<file path="src/rtl/sprite_capture_if.sv">
// Pixel-stream input, capture control and sprite-RAM write port of sprite_capture.
// Signal names follow the block's established external pinout.
interface sprite_capture_if;
    logic        enable;
    logic        start;
    logic        iVal;
    logic [9:0]  iVGA_X;
    logic [8:0]  iVGA_Y;
    logic [7:0]  iR;
    logic [7:0]  iG;
    logic [7:0]  iB;
    logic [9:0]  topLeft_X;
    logic [8:0]  topLeft_Y;
    logic [13:0] oAddr;
    logic [23:0] oData;
    logic        oWe;
    logic        oBusy;
    logic        oDone;
    logic        oErr;
    logic [13:0] oCount;

    modport master (
        output enable, start, iVal, iVGA_X, iVGA_Y, iR, iG, iB, topLeft_X, topLeft_Y,
        input  oAddr, oData, oWe, oBusy, oDone, oErr, oCount
    );

    modport slave (
        input  enable, start, iVal, iVGA_X, iVGA_Y, iR, iG, iB, topLeft_X, topLeft_Y,
        output oAddr, oData, oWe, oBusy, oDone, oErr, oCount
    );
endinterface

</file>
<file path="src/rtl/sprite_capture.sv">
// Grabs a BLOCK_WIDTH x BLOCK_HEIGHT window of a VGA pixel stream into sprite RAM,
// starting at the next frame origin (0,0) after a capture request.
module sprite_capture #(
    parameter int unsigned BLOCK_WIDTH  = 90,
    parameter int unsigned BLOCK_HEIGHT = 114,
    parameter bit          KEEP_BLACK   = 1'b1
) (
    input logic             clk,
    input logic             reset,
    sprite_capture_if.slave bus
);
    typedef enum logic [1:0] {StIdle, StArm, StCapture} state_e;

    localparam logic [10:0] BwX = 11'(BLOCK_WIDTH);
    localparam logic [9:0]  BhY = 10'(BLOCK_HEIGHT);
    localparam logic [13:0] BwA = 14'(BLOCK_WIDTH);

    state_e      state;
    logic [9:0]  tx;
    logic [8:0]  ty;
    logic [13:0] addr;
    logic [13:0] count;
    logic [23:0] data;
    logic        we;
    logic        done;
    logic        err;

    logic        at_origin;
    logic        capturing;
    logic        in_x;
    logic        in_y;
    logic        in_win;
    logic        last_px;
    logic [10:0] x_end;
    logic [9:0]  y_end;
    logic [9:0]  dx;
    logic [8:0]  dy;
    logic [13:0] wr_addr;
    logic [23:0] pix;

    always_comb begin
        at_origin = bus.iVal && (bus.iVGA_X == 10'd0) && (bus.iVGA_Y == 9'd0);
        // The (0,0) pixel that arms the capture is itself the first capture pixel.
        capturing = (state == StCapture) || ((state == StArm) && at_origin);
        x_end     = {1'b0, tx} + BwX;
        y_end     = {1'b0, ty} + BhY;
        in_x      = (bus.iVGA_X >= tx) && ({1'b0, bus.iVGA_X} < x_end);
        in_y      = (bus.iVGA_Y >= ty) && ({1'b0, bus.iVGA_Y} < y_end);
        in_win    = bus.iVal && in_x && in_y;
        last_px   = ({1'b0, bus.iVGA_X} == (x_end - 11'd1)) &&
                    ({1'b0, bus.iVGA_Y} == (y_end - 10'd1));
        dx        = bus.iVGA_X - tx;
        dy        = bus.iVGA_Y - ty;
        wr_addr   = BwA * 14'(dy) + 14'(dx);
        pix       = {bus.iR, bus.iG, bus.iB};
        // Pure black is reserved as the transparent colour for sprite readers.
        if (KEEP_BLACK && (pix == 24'h000000)) pix = 24'h010101;
    end

    always_ff @(posedge clk or negedge reset) begin
        if (!reset) begin
            state <= StIdle;
            tx    <= '0;
            ty    <= '0;
            addr  <= '0;
            data  <= '0;
            count <= '0;
            we    <= 1'b0;
            done  <= 1'b0;
            err   <= 1'b0;
        end else if (!bus.enable) begin
            we   <= 1'b0;
            done <= 1'b0;
        end else begin
            we   <= 1'b0;
            done <= 1'b0;
            unique case (state)
                StIdle: begin
                    if (bus.start) begin
                        tx    <= bus.topLeft_X;
                        ty    <= bus.topLeft_Y;
                        count <= '0;
                        err   <= 1'b0;
                        state <= StArm;
                    end
                end
                StArm, StCapture: begin
                    if ((state == StCapture) && at_origin) begin
                        // New frame began before the window was complete.
                        state <= StIdle;
                        err   <= 1'b1;
                        done  <= 1'b1;
                    end else if (capturing) begin
                        state <= StCapture;
                        if (in_win) begin
                            we    <= 1'b1;
                            addr  <= wr_addr;
                            data  <= pix;
                            count <= count + 14'd1;
                            if (last_px) begin
                                state <= StIdle;
                                done  <= 1'b1;
                            end
                        end
                    end
                end
                default: state <= StIdle;
            endcase
        end
    end

    assign bus.oAddr  = addr;
    assign bus.oData  = data;
    assign bus.oWe    = we;
    assign bus.oBusy  = (state != StIdle);
    assign bus.oDone  = done;
    assign bus.oErr   = err;
    assign bus.oCount = count;
endmodule

</file>
<file path="src/flat_wrapper.sv">
// flat-port wrapper written by rule: the top's interface ports become plain ports
module sprite_capture_flat 
#(
    parameter int unsigned BLOCK_WIDTH  = 90,
    parameter int unsigned BLOCK_HEIGHT = 114,
    parameter bit          KEEP_BLACK   = 1'b1
)
  (clk, reset, bus_enable, bus_start, bus_iVal, bus_iVGA_X, bus_iVGA_Y, bus_iR, bus_iG, bus_iB, bus_topLeft_X, bus_topLeft_Y, bus_oAddr, bus_oData, bus_oWe, bus_oBusy, bus_oDone, bus_oErr, bus_oCount);
  sprite_capture_if bus_i ();
  input logic clk;
  input logic reset;
  input wire logic [$bits(bus_i.enable)-1:0] bus_enable;
  input wire logic [$bits(bus_i.start)-1:0] bus_start;
  input wire logic [$bits(bus_i.iVal)-1:0] bus_iVal;
  input wire logic [$bits(bus_i.iVGA_X)-1:0] bus_iVGA_X;
  input wire logic [$bits(bus_i.iVGA_Y)-1:0] bus_iVGA_Y;
  input wire logic [$bits(bus_i.iR)-1:0] bus_iR;
  input wire logic [$bits(bus_i.iG)-1:0] bus_iG;
  input wire logic [$bits(bus_i.iB)-1:0] bus_iB;
  input wire logic [$bits(bus_i.topLeft_X)-1:0] bus_topLeft_X;
  input wire logic [$bits(bus_i.topLeft_Y)-1:0] bus_topLeft_Y;
  output wire logic [$bits(bus_i.oAddr)-1:0] bus_oAddr;
  output wire logic [$bits(bus_i.oData)-1:0] bus_oData;
  output wire logic [$bits(bus_i.oWe)-1:0] bus_oWe;
  output wire logic [$bits(bus_i.oBusy)-1:0] bus_oBusy;
  output wire logic [$bits(bus_i.oDone)-1:0] bus_oDone;
  output wire logic [$bits(bus_i.oErr)-1:0] bus_oErr;
  output wire logic [$bits(bus_i.oCount)-1:0] bus_oCount;
  assign bus_i.enable = bus_enable;
  assign bus_i.start = bus_start;
  assign bus_i.iVal = bus_iVal;
  assign bus_i.iVGA_X = bus_iVGA_X;
  assign bus_i.iVGA_Y = bus_iVGA_Y;
  assign bus_i.iR = bus_iR;
  assign bus_i.iG = bus_iG;
  assign bus_i.iB = bus_iB;
  assign bus_i.topLeft_X = bus_topLeft_X;
  assign bus_i.topLeft_Y = bus_topLeft_Y;
  assign bus_oAddr = bus_i.oAddr;
  assign bus_oData = bus_i.oData;
  assign bus_oWe = bus_i.oWe;
  assign bus_oBusy = bus_i.oBusy;
  assign bus_oDone = bus_i.oDone;
  assign bus_oErr = bus_i.oErr;
  assign bus_oCount = bus_i.oCount;
  sprite_capture #(.BLOCK_WIDTH(BLOCK_WIDTH), .BLOCK_HEIGHT(BLOCK_HEIGHT), .KEEP_BLACK(KEEP_BLACK)) u_core (.clk(clk), .reset(reset), .bus(bus_i));
endmodule
</file>
<file path="config.mk">
export PLATFORM = sky130hd
export DESIGN_NAME = sprite_capture_flat
export DESIGN_NICKNAME = d
export VERILOG_FILES = /design/src/rtl/sprite_capture_if.sv /design/src/rtl/sprite_capture.sv /design/src/flat_wrapper.sv
export SDC_FILE = /design/constraint.sdc
export NUM_CORES = 1
export LEC_CHECK = 0
export BUFFER_PORTS_ARGS = -buffer_cell sky130_fd_sc_hd__buf_2
export CORE_MARGIN = 2
export CORE_UTILIZATION = 35
export DETAILED_ROUTE_END_ITERATION = 16
export GPL_TIMING_DRIVEN = 0
export PLACE_DENSITY_LB_ADDON = 0.08
export SLEW_MARGIN = 20
export SYNTH_ARGS = -nofsm -noshare
export SYNTH_HDL_FRONTEND = slang
export SYNTH_SLANG_ARGS = --single-unit
</file>
<file path="constraint.sdc">
create_clock -name clk -period 15.4 [get_ports clk]
set_clock_uncertainty 0.15 [all_clocks]
set_input_delay 3.85 -clock clk [delete_from_list [all_inputs] [get_ports clk]]
set_output_delay 3.85 -clock clk [all_outputs]
set_load 0.01 [all_outputs]
</file>
==> flow_summary.toml <==
[timing]
fmax_mhz = 109
post-route-min-period_ps = 9140
drv_slew = 0
finalCritPeriodShare = 0.594
setup_viol = 0
setup_tns_ps = 0
max-slew-margin-rel = 0.490
rsz0062_at_grt = "no"
worst_pin_slew_ps = 762
hold_viol = 0

[logic_synthesis]
syn_nets = 914
seq_area_frac_synth = 0.273
yosys.area.top_type_share = 0.273
synth_area_um2 = 6980
ys.flop_type = "dfrtp_1"
async_flop_share = 1.00
synth_common_cells = "inv_1 (82), ha_1 (77), dfrtp_1 (76)"
yosys_warnings = 0
syn_area_per_cell_um2 = 9.22
synth_edf_count = 0
ys_types = 65
synth.most_common_cell = "inv_1"
syn_inst = 757
ys_ff_latch = 76
yosys.area.top_type = "dfrtp_1"
synth_area_leaders = "dfrtp_1 (27%), ha_1 (14%), xnor2_1 (8.0%)"

[detailed_routing]
firstDrtPassIters = 5
wirelength_um = 18000
vias_per_cell = 4.89
drtIter0Drc = 226
ant_nets = 0
vias = 5672
wl_per_cell_um = 15.5
post-route-drc-count = 0

[floorplanning]
die_w_um = 145
rows = 51
die_area_um2 = 21100
start_util = 0.357
fp.dieH_um = 145
boundaryPins = 123
core_area_um2 = 19500

[clocking]
insertion_delay_ps = 350
cts_setup_buffers = 0
clk_pin_slew_ps = 60
clk_path_buf_depth = 2
root_buffer = "clkbuf_16"
cts.sinks = 76
htreeDepth = 3
cts_hold_buf = 0
cts-resized-gates = 0
cts_buffers = 9
cts_tree = "built"

[setup_path]
critPathCaptureType = "register"
startpoint_type = "input pin"
path_max_fanout = 4
required_ps = 15480
worstSetupPathType = "input pin to register"
arrival_ps = 9220

[finish]
drive_gt1_frac = 0.238
syn_to_final_growth_pct = 18.4
n_fill_cell = 2047
nets = 1048
diodes = 0

[global_route]
antenna_found_initial = 0
grt_pass1_vias = 5825
grtUsageTotal = 0.176
grt_max_degree = 48
grt_pass1_wl_um = 30100
overflow = 0

[placement]
gp_congestion = 0.807
hpwl_um = 14900
io_buffers = 122

[run_status]
outcome = "completed"

[hold_path]
hold_path.class = "register to register"

[job]
max_cap_viol_count = 0
## registers in the layout, summed over array words and instances, names as in the netlist
name	cells
u_core.bus.oData	24
u_core.ty	9
u_core.tx	10
u_core.state	2
u_core.bus.oErr	1
u_core.bus.oDone	1
u_core.bus.oAddr	14
u_core.bus.oWe	1
u_core.bus.oCount	14
## cells by family after synthesis
kind of cell | Yosys count | synth area share
fa+ha+maj | 90 | 0.175
mux | 55 | 0.0879
flops | 76 | 0.273
simple gates | 202 | 0.154
compound gates | 149 | 0.143
xor+xnor | 84 | 0.111
buf+inv | 101 | 0.0565
## through the flow
stage / area [µm²] / setup WS (ps) / hold slack, ps / instances / utilization
3_5_place_dp: 7960 / 5840 / 324 / 1145 / 0.407
3_3_place_gp: 7920 / 5820 / 317 / 1144 / 0.406
4_1_cts: 8260 / 6210 / 337 / 1161 / 0.423
6_report: 8260 / 6260 / 329 / 1161 / 0.423
5_1_grt: 8260 / 5800 / 356 / 1161 / 0.423
2_1_floorplan: 6980 / 6650 / 329 / 757 / -
## cell type report
| type | count | area, µm² | share of cell area |
|---|---|---|---|
| buffer | 19 | 86.3 | 0.0104 |
| clock buffer | 10 | 239 | 0.0289 |
| clock inverter | 6 | 68.8 | 0.00833 |
| inverter | 82 | 308 | 0.0373 |
| multi-input combinational | 580 | 4690 | 0.567 |
| sequential | 76 | 1900 | 0.230 |
| tap | 265 | 332 | 0.0401 |
| timing repair buffer | 123 | 641 | 0.0775 |
## layout by cell type, fill, tap and decap left out, drive strengths merged, types with 12 or more instances in the layout
cell    instances
fa             13
a21oi          35
nand2          38
nand3          20
o21ai          34
nor4           20
inv            84
nor2           56
buf           133
xnor2          64
xor2           17
dfrtp          76
clkbuf         19
nor3           13
mux2           50
ha             77
nand4          12
## layer usage
metal  vias up  share of wire  GRT usage
li1       2957              -          -
met1      2630           0.51      0.250
met2        81           0.46      0.288
met3         4          0.027     0.0242
met4         0         0.0036     0.0353
met5         -              0          0
## worst max-delay path, cell delays in order
cell and delay, ps:
buf_2 120, inv_1 50, ha_1 240, fa_1 420, inv_1 80, a21o_1 100, a21oi_1 110, o21ai_0 180
a21oi_1 100, xnor2_1 320, xnor2_1 190, fa_1 520, fa_1 510, inv_1 40, ha_1 330, nor2b_1 140
o21ai_0 190, nor2b_1 180, xnor2_1 140, ha_1 240, nor4_1 80, nor4_1 450, nand3_1 160, xnor2_1 180
mux2_2 270
## final timing paths
kind                                     startpoint                    to  slack (ps)  depth (start not counted)
worst max-delay path                  bus_iVGA_Y[0]  u_core.bus.oAddr[13]        6260                         25
worst min-delay path            u_core.bus.oAddr[1]   u_core.bus.oAddr[1]         330                          1
worst max register to register         u_core.ty[3]  u_core.bus.oAddr[13]        9440                         22
worst min register to register  u_core.bus.oAddr[1]   u_core.bus.oAddr[1]         330                          1
max in group asynchronous                     reset          u_core.tx[7]       11190                          2
min in group asynchronous                     reset          u_core.ty[0]        3310                          1
Power is left out: the tool's default activity adds up to more than one toggle a clock period on the data nets, which glitch-free logic cannot reach.
